--- config.mk ---
export PLATFORM = sky130hd
export DESIGN_NAME = uart_tx
export DESIGN_NICKNAME = d
export VERILOG_FILES = /design/src/rtl/uart_pkg.sv /design/src/rtl/uart_baud_tick.sv /design/src/rtl/uart_tx.sv
export SDC_FILE = /design/constraint.sdc
export NUM_CORES = 1
export LEC_CHECK = 0
export CELL_PAD_IN_SITES_DETAIL_PLACEMENT = 1
export CELL_PAD_IN_SITES_GLOBAL_PLACEMENT = 1
export CORE_UTILIZATION = 40
export CTS_CLUSTER_DIAMETER = 100
export DETAILED_ROUTE_END_ITERATION = 8
export PLACE_DENSITY = 0.82
export RECOVER_POWER = 50
export SLEW_MARGIN = 20
export SYNTH_ARGS = -nofsm -noshare
export SYNTH_HDL_FRONTEND = slang
export SYNTH_SLANG_ARGS = --single-unit
--- constraint.sdc ---
create_clock -name uart_clock -period 2 [get_ports uart_clock]
set_input_delay 0.3 -clock uart_clock [delete_from_list [all_inputs] [get_ports uart_clock]]
set_output_delay 0.3 -clock uart_clock [all_outputs]
set_load 0.02 [all_outputs]
--- src/rtl/uart_pkg.sv ---
// uart_pkg: state encoding and frame/timing helpers shared by
// the UART transmitter and receiver.
package uart_pkg;

  typedef enum logic [1:0] {
    ST_IDLE  = 2'd0,
    ST_START = 2'd1,
    ST_DATA  = 2'd2,
    ST_STOP  = 2'd3
  } uart_state_t;

  localparam int unsigned START_BITS = 1;
  localparam int unsigned DATA_BITS  = 8;
  localparam int unsigned CNT_W      = 24;

  function automatic logic [CNT_W-1:0] pulse_duration(
    input logic [27:0] clk_hz,
    input logic [23:0] baud
  );
    return CNT_W'(clk_hz / {4'd0, baud});
  endfunction

  function automatic int unsigned frame_bits(
    input logic [1:0] stop
  );
    return START_BITS + DATA_BITS + 32'(stop);
  endfunction

endpackage

--- src/rtl/uart_baud_tick.sv ---
// uart_baud_tick: bit-period down-counter; tick marks the last
// cycle of each period, reload restarts a full period.
module uart_baud_tick
  import uart_pkg::*;
#(
  parameter logic [CNT_W-1:0] period = 24'd12
) (
  input  logic uart_clock,
  input  logic uart_reset,
  input  logic reload,
  output logic tick
);

  localparam logic [CNT_W-1:0] LAST = period - 24'd1;

  logic [CNT_W-1:0] count;

  always_ff @(posedge uart_clock) begin
    if (!uart_reset) begin
      count <= '0;
    end else if (reload || count == '0) begin
      count <= LAST;
    end else begin
      count <= count - 24'd1;
    end
  end

  assign tick = !reload && (count == '0);

endmodule

--- src/rtl/uart_tx.sv ---
// uart_tx: 8N1/8N2 serial transmitter with a byte-wide
// valid/ready upstream and an idle-high line.
module uart_tx
  import uart_pkg::*;
#(
  parameter logic [23:0] baud_rate  = 24'd4000000,
  parameter logic [27:0] clock_freq = 28'd50000000,
  parameter logic [1:0]  stop_bits  = 2'd1
) (
  input  logic       uart_clock,
  input  logic       uart_reset,
  input  logic [7:0] uart_d_in,
  input  logic       uart_valid,
  output logic       uart_ready,
  output logic       uart_tx_out,
  output logic       uart_busy,
  output logic       uart_done
);

  localparam logic [CNT_W-1:0] PULSE =
    pulse_duration(clock_freq, baud_rate);
  localparam int unsigned FRAME = frame_bits(stop_bits);
  localparam logic [3:0] LAST_BIT = 4'(FRAME - 1);
  localparam logic [3:0] LAST_DATA = 4'(DATA_BITS);

  if (PULSE < 24'd2) begin : g_bad_pulse
    $error("uart_tx: clock_freq/baud_rate must be >= 2");
  end

  if (stop_bits != 2'd1 && stop_bits != 2'd2) begin : g_bad_stop
    $error("uart_tx: stop_bits must be 1 or 2");
  end

  uart_state_t state;
  uart_state_t state_nxt;
  logic [7:0]  shift_q;
  logic [7:0]  shift_nxt;
  logic [3:0]  bit_q;
  logic [3:0]  bit_nxt;
  logic        ready_q;
  logic        ready_nxt;
  logic        done_q;
  logic        done_nxt;
  logic        tick;
  logic        accept;

  assign accept = uart_valid & ready_q;

  uart_baud_tick #(
    .period(PULSE)
  ) u_tick (
    .uart_clock(uart_clock),
    .uart_reset(uart_reset),
    .reload    (state == ST_IDLE),
    .tick      (tick)
  );

  always_ff @(posedge uart_clock) begin
    if (!uart_reset) begin
      state   <= ST_IDLE;
      shift_q <= '0;
      bit_q   <= '0;
      ready_q <= 1'b1;
      done_q  <= 1'b0;
    end else begin
      state   <= state_nxt;
      shift_q <= shift_nxt;
      bit_q   <= bit_nxt;
      ready_q <= ready_nxt;
      done_q  <= done_nxt;
    end
  end

  // bit_q counts frame bits: 0 start, 1..8 data, then stop bits
  always_comb begin
    state_nxt = state;
    shift_nxt = shift_q;
    bit_nxt   = bit_q;
    ready_nxt = ready_q;
    done_nxt  = 1'b0;
    unique case (state)
      ST_IDLE: begin
        ready_nxt = 1'b1;
        if (accept) begin
          state_nxt = ST_START;
          shift_nxt = uart_d_in;
          bit_nxt   = '0;
          ready_nxt = 1'b0;
        end
      end
      ST_START: begin
        if (tick) begin
          state_nxt = ST_DATA;
          bit_nxt   = 4'd1;
        end
      end
      ST_DATA: begin
        if (tick) begin
          shift_nxt = {1'b0, shift_q[7:1]};
          bit_nxt   = bit_q + 4'd1;
          if (bit_q == LAST_DATA) begin
            state_nxt = ST_STOP;
          end
        end
      end
      ST_STOP: begin
        if (tick) begin
          if (bit_q == LAST_BIT) begin
            state_nxt = ST_IDLE;
            done_nxt  = 1'b1;
            ready_nxt = 1'b1;
          end else begin
            bit_nxt = bit_q + 4'd1;
          end
        end
      end
    endcase
  end

  always_comb begin
    uart_tx_out = 1'b1;
    unique case (state)
      ST_IDLE:  uart_tx_out = 1'b1;
      ST_START: uart_tx_out = 1'b0;
      ST_DATA:  uart_tx_out = shift_q[0];
      ST_STOP:  uart_tx_out = 1'b1;
    endcase
  end

  assign uart_ready = ready_q;
  assign uart_busy  = (state != ST_IDLE);
  assign uart_done  = done_q;

endmodule

---- After elaboration in Yosys (flattened, before gate mapping) ----
Cells that the tools add are included.
word-level totals
  register bits after elaboration ......... 40
  input bits .............................. 11
  output and inout port bits .............. 4
  word-level logic and storage cells ...... 61
cells by class
  add/sub/neg operators ................... 2
  eq/ne operators ......................... 12
  mux-type cells .......................... 23
  bitwise operators ....................... 2
  reduce and logical (&&, ||, !) cells .... 15
operator list
  kind                                                                   count
  24-bit logical NOT                                                     1
  4-bit 2-to-1 mux                                                       6
  24-bit by 1-bit subtractor with 24-bit output (second input constant)  1
  8-bit 2-to-1 mux                                                       2
  4-bit one-hot mux with 4 select lines                                  1
  8-bit one-hot mux with 2 select lines                                  1
  2-bit inequality test (second input constant)                          7
  2-bit 2-to-1 mux                                                       6
  3-bit AND reduction                                                    3
  4-bit == test (second input constant)                                  2
  2-bit one-hot mux with 4 select lines                                  1
  6-bit AND reduction                                                    1
  2-bit nonzero test                                                     3
  5-bit AND reduction                                                    1
  4-bit by 1-bit adder with 4-bit output (second input constant)         1
  2-bit == test (second input constant)                                  2
  1-bit 2-to-1 mux                                                       4
  2-bit OR reduction                                                     2
  1-bit one-hot mux with 3 select lines                                  1
  2-bit by 1-bit == test with 1-bit output (second input constant)       1
  2-bit logical NOT                                                      1
  1-bit one-hot mux with 2 select lines                                  1
  1-bit AND                                                              1
  1-bit logical AND                                                      1
  3 further kinds                                                        3

---- Longest topological paths before layout ----
Gate-level depths: netlist of the first run.
  word-level depth ........................ 5
  gate-level depth with buffers ........... 8

---- Hierarchy ----
From an unflattened synthesis of the first run, not the netlist that was laid out.
second synthesis, totals
  cells, all modules ...................... 229
  area total of the unflattened synthesis .. 2097.0 sq um
modules (own cells, without submodules)
  module          times used  cells each  area an instance (sq um)  sequential area each (sq um)
  uart_baud_tick  1           125         1161.1                    480.5
  uart_tx         1           104         935.9                     320.3

---- Worst setup path before layout of the first run ----
OpenSTA, ideal clock, no wires.
  kind .................................... register to register
  start point ............................. register u_tick.count[18]
  end point ............................... register shift_q[2]
  setup time .............................. 0.116 ns
  arrival time ............................ 2.050 ns
  data required time ...................... 1.884 ns
  setup slack ............................. -0.166 ns
  cell stages (with the launch flop) ...... 7
  path buffers ............................ 1
  clock period less this slack ............ 2.166 ns
  cells stage by stage .................... dfxtp_1 -> or4_4 -> or4_4 -> o32ai_4 -> buf_6 -> nand2_1 -> o211a_1
on the way
  cells in the longest elaborated chain, start to end .. 4
RTL lines
  item                             line                  text
  start: declaration               uart_baud_tick.sv:16  logic [CNT_W-1:0] count;
  start signal: assignment         uart_baud_tick.sv:24  count <= count - 24'd1;
  24-bit logical NOT               uart_baud_tick.sv:28  assign tick = !reload && (count == '0);
  1-bit logical AND                uart_baud_tick.sv:28
  2-bit inequality test (no line)  -
  3-bit AND reduction (no line)    -
  end signal: assignment           uart_tx.sv:67         shift_q <= shift_nxt;
  end: declaration                 uart_tx.sv:36         logic [7:0] shift_q;
No other way between the ends.
A chain may end at the register's enable or synchronous reset.

---- Worst setup path after layout of the first run ----
  start point ............................. register u_tick.count[6]
  end point ............................... register bit_q[2]
on the way
  cells in the longest elaborated chain, start to end .. 4
  elaborated cells on any way between the ends .. 6
RTL lines
  item                             line                  text
  24-bit logical NOT *             uart_baud_tick.sv:28
  1-bit logical AND *              uart_baud_tick.sv:28
  2-bit inequality test (no line)  -
  5-bit AND reduction (no line) *  -
  end signal: assignment           uart_tx.sv:68         bit_q <= bit_nxt;
  end: declaration                 uart_tx.sv:38         logic [3:0] bit_q;
Mark *: on every way between the ends. The rest lies on a longest branch, timed or not.

==> results of run 1 <==
## sequential cells by signal (all words and copies together) (netlist names)
signal / flops
bit_q: 4
shift_q: 8
uart_done: 1
state: 2
uart_ready: 1
u_tick.count: 24
## power by group through the flow
| stage | combinational, mW | clock, mW | sequential (mW) |
|---|---|---|---|
| 2_1_floorplan | 1.07 | 0 | 1.07 |
| 3_3_place_gp | 1.72 | 0 | 1.05 |
| 3_5_place_dp | 1.78 | 0 | 1.06 |
| 4_1_cts | 1.85 | 0.581 | 1.05 |
| 5_1_grt | 2.13 | 0.623 | 1.07 |
| 6_report | 1.95 | 0.578 | 1.05 |
## timing repair
item | 4_1_cts | 5_1_grt
pin swaps | 5 | 2
buffers inserted | 1 | 0
resized for setup | 6 | 26
setup endpoints to repair | 20 | 23
endpoints found under the hold margin | 0 | 0
## how the worst max path moves through the flow
stage                          start         end  depth (start not counted)
CTS                  u_tick.count[6]  shift_q[1]                          6
floorplan           u_tick.count[18]  shift_q[2]                          6
global placement    u_tick.count[18]  shift_q[3]                          6
finish               u_tick.count[6]    bit_q[2]                          6
global route         u_tick.count[6]    bit_q[2]                          6
detailed placement  u_tick.count[18]    bit_q[2]                          5
## Yosys cell counts, types with 3 or more instances
cell and count:
nand2_1 22, nor4_1 6, nand4_1 3, o211a_1 7, or4_4 3, a21boi_0 3, or4_1 3, inv_1 10
dfxtp_1 40, ha_1 10, xor2_1 4, nor2_1 32, or3_1 3, nor3_1 11, xnor2_1 15, o21ai_0 4
o31ai_1 3, a21oi_1 8, mux2i_1 9, clkbuf_1 5
## cells by family (layout without fill, tap and decap cells)
| group | Yosys count | in the layout | synth area share [%] |
|---|---|---|---|
| buffers and inverters | 17 | 69 | 3.61 |
| muxes | 9 | 9 | 4.48 |
| and+or+nand+nor | 96 | 96 | 24.2 |
| AOI/OAI and AO/OA | 34 | 34 | 13.4 |
| adders and majority gates | 10 | 10 | 6.23 |
| xor gates and xnor gates | 19 | 19 | 8.28 |
| DFF | 40 | 40 | 39.9 |
## critical path, stage by stage (launching register included)
cell and delay (ps):
dfxtp_2 330, or4_4 570, or4_4 570, buf_6 150, nor4_4 200, a31oi_1 120, nor3b_1 190
## cell type report
class	instances	area (um2)
fillers	560	2090
multi-input cells	168	1260
flip-flops and latches	40	807
repair buffers	51	419
well taps	67	83.8
clock buffers	6	82.6
inverters	10	37.5
clock inverters	2	10.0
## stage by stage
step / utilization, % / hold slack [ps] / std cells / setup TNS (ps)
floorplan: - / 436 / 225 / -929
global placement: 52.0 / 450 / 335 / -1470
detailed placement: 52.0 / 482 / 335 / -2370
CTS: 54.7 / 495 / 344 / -2120
global route: 56.3 / 518 / 344 / -3500
finish: 56.3 / 494 / 344 / -2100
## per-layer routing
layer  GRT usage (%)  up-vias  routed length, um
li1                -      893                  -
met1            27.2      924               2480
met2            39.6       22               2930
met3            4.97        5                142
met4            6.32        0                 59
met5               0        -                  0
==> run_results.csv, run 1 <==
group,metric,value,unit
die,die_y,72.9,um
placement,preCtsSetupSlack,-198,ps
synthesis,seq_area_frac_synth,39.9,%
cts,root_buffer,"clkbuf_8",
synthesis,synth_top_area_share,39.9,%
synthesis,synth_area_leader_cell,"dfxtp_1",
run,max_cap_violations,0,
global_routing,antenna_found_initial,0,
global_routing,grt_pass1_vias,1950,
critical_path,end_kind,"flop",
hold_path,hp-start,"u_tick.count[4]",
power_and_ir_drop,power_frac_comb,54.5,%
power_and_ir_drop,pwr-share-clk,16.1,%
final_layout,final_cell_mix,"dfxtp_1 (35), buf_4 (34), nor2_1 (32)",
drt,detail-route-antenna-nets,0,
hold_path,hold_path_depth,2,
drt,drt_wl_total,5620,um
power_and_ir_drop,p_int,2.13,mW
final_layout,num_antenna_cells,0,
synthesis,ys.flop_type,"dfxtp_1",
timing,rsz0062_at_grt,"true",
critical_path,r2r-end,"bit_q[2]",
timing,min_period,2210,ps
run_status,violations,"setup timing",
synthesis,syn_area,2010,um2
run_status,status,"complete, but fails checks",
final_layout,final_area,2700,um2
die,num_io_pins,15,
cts,clock_latency,300,ps
cts,cts_tree,"yes",
timing,max_freq,453,MHz
synthesis,syn_nets,246,
synthesis,synth.distinct_cells,39,
cts,ctsHoldBuffers,0,
cts,cts.reportedPaths.clkPinSlew,80,ps
final_layout,nets,297,
final_layout,drive_gt1_share,26.0,%
die,dieWidth,72.9,um
timing,hold_viol,0,
hold_path,hold_path.class,"flop to flop",
die,num_rows,25,
timing,setup_viol,14,
power_and_ir_drop,power.switching,1.46,mW
drt,via_per_inst,5.36,
timing,fin_crit_sh,110,%
drt,remaining_drc_errors,0,
hold_path,worstHoldEndpoint,"u_tick.count[4]",
critical_path,r2r_start,"u_tick.count[6]",
critical_path,regToRegSetupSlack,-210,ps
timing,fin_ws,-207,ps
drt,drtPass1Iterations,4,
placement,placed_cell_area,2490,um2
critical_path,crit_arrival,2430,ps
drt,num_vias,1844,
synthesis,postSynthCellCount,225,
synthesis,synth_edf_count,0,
cts,cts.htree.levels,2,
synthesis,synth.area.top_cells,"dfxtp_1 (40%), xnor2_1 (6.5%), ha_1 (6.2%), nor2_1 (6.0%), mux2i_1 (4.5%)",
critical_path,crit_required,2220,ps
final_layout,layout_commonest_cell,"dfxtp_1",
power_and_ir_drop,cellPowerDensity,1330,nW/um2
timing,tightest_slew,536,ps
placement,gp_congestion,0.783,
cts,cts.sinks,40,
critical_path,path_class,"flop to flop",
die,initial_utilization,42.0,%
global_routing,grt_usage,22.4,%
timing,relSlewSlack,64.2,%
drt,drt_iter0_drc,87,
global_routing,overflow,0,
critical_path,cp-start-kind,"flop",
global_routing,grt_max_degree,22,
final_layout,areaGrowthSynthToFinish,34.2,%
critical_path,crit_fanout,5,
placement,port-buffer-count,14,
cts,numCtsBuffers,5,
global_routing,grt_pass1_wl,9110,um
cts,clk_path_buf_depth,2,
placement,hpwl,3750,um
power_and_ir_drop,ir_worst_vdd,0.519,mV
synthesis,ys.warnings.count,0,
power_and_ir_drop,p_leak,1.12,nW
timing,finClkSkew,7.52,ps
power_and_ir_drop,power,3.58,mW
critical_path,reg2reg_depth,6,
die,die_area,5310,um2
drt,wire_per_inst,16.3,um
timing,maxSlewViolCount,0,
power_and_ir_drop,pwr-share-seq,29.4,%
power_and_ir_drop,switching_share,40.7,%
synthesis,synth-seq-cells,40,
synthesis,postSynthAreaPerCell,8.93,um2
die,core,4790,um2
synthesis,async_flop_share,0,%
No activity file was read; power rests on OpenSTA's default activity.
==> run 2: changes to the inputs <==
--- a/config.mk
+++ b/config.mk
@@ -7,11 +7,13 @@
 export LEC_CHECK = 0
 export CELL_PAD_IN_SITES_DETAIL_PLACEMENT = 1
 export CELL_PAD_IN_SITES_GLOBAL_PLACEMENT = 1
+export CORE_MARGIN = 2
 export CORE_UTILIZATION = 40
 export CTS_CLUSTER_DIAMETER = 100
 export DETAILED_ROUTE_END_ITERATION = 8
 export PLACE_DENSITY = 0.82
 export RECOVER_POWER = 50
+export REMOVE_ABC_BUFFERS = 1
 export SLEW_MARGIN = 20
 export SYNTH_ARGS = -nofsm -noshare
 export SYNTH_HDL_FRONTEND = slang
==> run 2 against run 1 <==
The run still ends with setup timing left. Clock power grew 4.3%. Global-route usage shrank 0.15 points. Count of clock-buffer cells in the layout grew 1. Routed wire length grew 30%. Sequential cell count is the same. Design area grew 5.5%. Fmax shrank 0.90%. Largest power group unchanged.
==> run_results.csv, run 2 (synthesis results as in run 1) <==
group,metric,value,unit
run_status,status,"complete, but fails checks",
run_status,violations,"setup timing",
cts,root_buffer,"clkbuf_8",
critical_path,crit_chain,"or4_4 -> or4_4 -> o32ai_4 -> buf_12 -> nand2_1 -> o211a_1",
drt,detail-route-antenna-nets,0,
timing,hold_viol,0,
drt,num_vias,1984,
placement,port-buffer-count,14,
critical_path,crit_required,2190,ps
global_routing,antenna_found_initial,0,
drt,drt_iter0_drc,130,
timing,relSlewSlack,62.0,%
timing,fin_crit_sh,111,%
global_routing,overflow,0,
drt,via_per_inst,5.60,
cts,cts_tree,"yes",
timing,min_period,2230,ps
cts,clock_latency,300,ps
final_layout,top_regs,"u_tick.count: 24 flops, shift_q: 8 flops, bit_q: 4 flops",
die,dieWidth,74.9,um
hold_path,hold_path_depth,2,
power_and_ir_drop,p_leak,1.20,nW
hold_path,hold_path.class,"flop to flop",
placement,hpwl,3740,um
final_layout,final_core_util,59.4,%
die,num_rows,25,
drt,drtPass1Iterations,4,
final_layout,largest_register,"u_tick.count",
placement,preCtsSetupSlack,-167,ps
die,die_area,5610,um2
power_and_ir_drop,cellPowerDensity,1380,nW/um2
timing,max_freq,449,MHz
critical_path,regToRegSetupSlack,-230,ps
critical_path,cpMostUsedCell,"or4_4",
global_routing,grt_usage,22.2,%
timing,maxSlewViolCount,0,
timing,setup_viol,17,
final_layout,final_cell_mix,"buf_4 (44), dfxtp_1 (34), nor2_1 (31)",
critical_path,end_kind,"flop",
timing,tns,-2820,ps
run,max_cap_violations,0,
final_layout,largest_reg_flops,24,
placement,place_inst,340,
timing,finClkSkew,13.3,ps
timing,fin_ws,-227,ps
cts,cts.sinks,40,
global_routing,grt_max_degree,22,
drt,remaining_drc_errors,0,
critical_path,cp-start-kind,"flop",
cts,numCtsBuffers,5,
critical_path,cpPeakStageDelay,590,ps
hold_path,worstHoldEndpoint,"shift_q[7]",
hold_path,hp-start,"shift_q[7]",
global_routing,grt_pass1_vias,1948,
critical_path,crit_arrival,2420,ps
final_layout,drive_gt1_share,31.4,%
power_and_ir_drop,ir_worst_vdd,0.534,mV
timing,rsz0062_at_grt,"true",
die,core,4790,um2
critical_path,path_class,"flop to flop",
global_routing,grt_pass1_wl,9540,um
die,num_io_pins,15,
cts,cts.reportedPaths.clkPinSlew,80,ps
cts,cts.htree.levels,2,
timing,tightest_slew,566,ps
die,die_y,74.9,um
die,initial_utilization,42.0,%
drt,wire_per_inst,20.6,um
drt,drt_wl_total,7280,um
final_layout,areaGrowthSynthToFinish,41.5,%
final_layout,layout_commonest_cell,"buf_4",
critical_path,crit_fanout,16,
placement,gp_congestion,0.793,
final_layout,nets,308,
critical_path,r2r-end,"shift_q[0]",
cts,clk_path_buf_depth,2,
final_layout,num_antenna_cells,0,
critical_path,reg2reg_depth,6,
critical_path,crit_slowest_cell,"or4_4",
final_layout,finalNonFillerCells,354,
critical_path,r2r_start,"u_tick.count[8]",
## run 2: stage by stage
stage	hold slack (ps)	power [mW]	cell area, um2
2_1_floorplan	376	2.09	1970
4_1_cts	483	3.53	2660
3_3_place_gp	454	2.81	2530
6_report	481	3.94	2840
5_1_grt	512	4.15	2840
3_5_place_dp	474	2.88	2530
## run 2: worst max-delay path, delay by kind of cell (launching register included)
family | cells | cell delay [ps]
simple gates | 3 | 1210
compound gates | 2 | 400
flops | 1 | 330
buf+inv | 1 | 180
## run 2: worst max-delay path by stage
stage	from	endpoint	slack, ps
after floorplan	u_tick.count[18]	shift_q[0]	-180
after global placement	u_tick.count[17]	shift_q[5]	-120
after detailed placement	u_tick.count[13]	shift_q[5]	-170
after CTS	u_tick.count[8]	bit_q[3]	-190
after global routing	state[0]	bit_q[3]	-320
final	u_tick.count[8]	shift_q[0]	-230
## run 2: report_power, final
group	total (mW)	internal, mW	switching, mW
clock	0.603	0.308	0.296
sequential	1.07	0.948	0.120
combinational	2.27	1.04	1.23
total	3.94	2.29	1.65
## run 2: repair_timing
item	CTS	global route
setup buffers	0	7
endpoints found under the hold margin	0	0
setup endpoints to repair	21	25
resized for setup	8	35
hold buffers	0	0
pin swaps	1	7
## run 2: final cells by class
class,count,area [um2]
clock buffer,7,96.3
fill,564,1940
inverter,10,37.5
multi-input combinational,168,1300
sequential,40,808
tap,67,83.8
timing repair buffer,62,522
## run 2: layer usage
metal	GRT usage [%]	wire, um	vias up
li1	-	-	914
met1	28.6	3020	991
met2	38.1	3790	55
met3	3.75	230	24
met4	6.55	244	0
met5	0	0	-
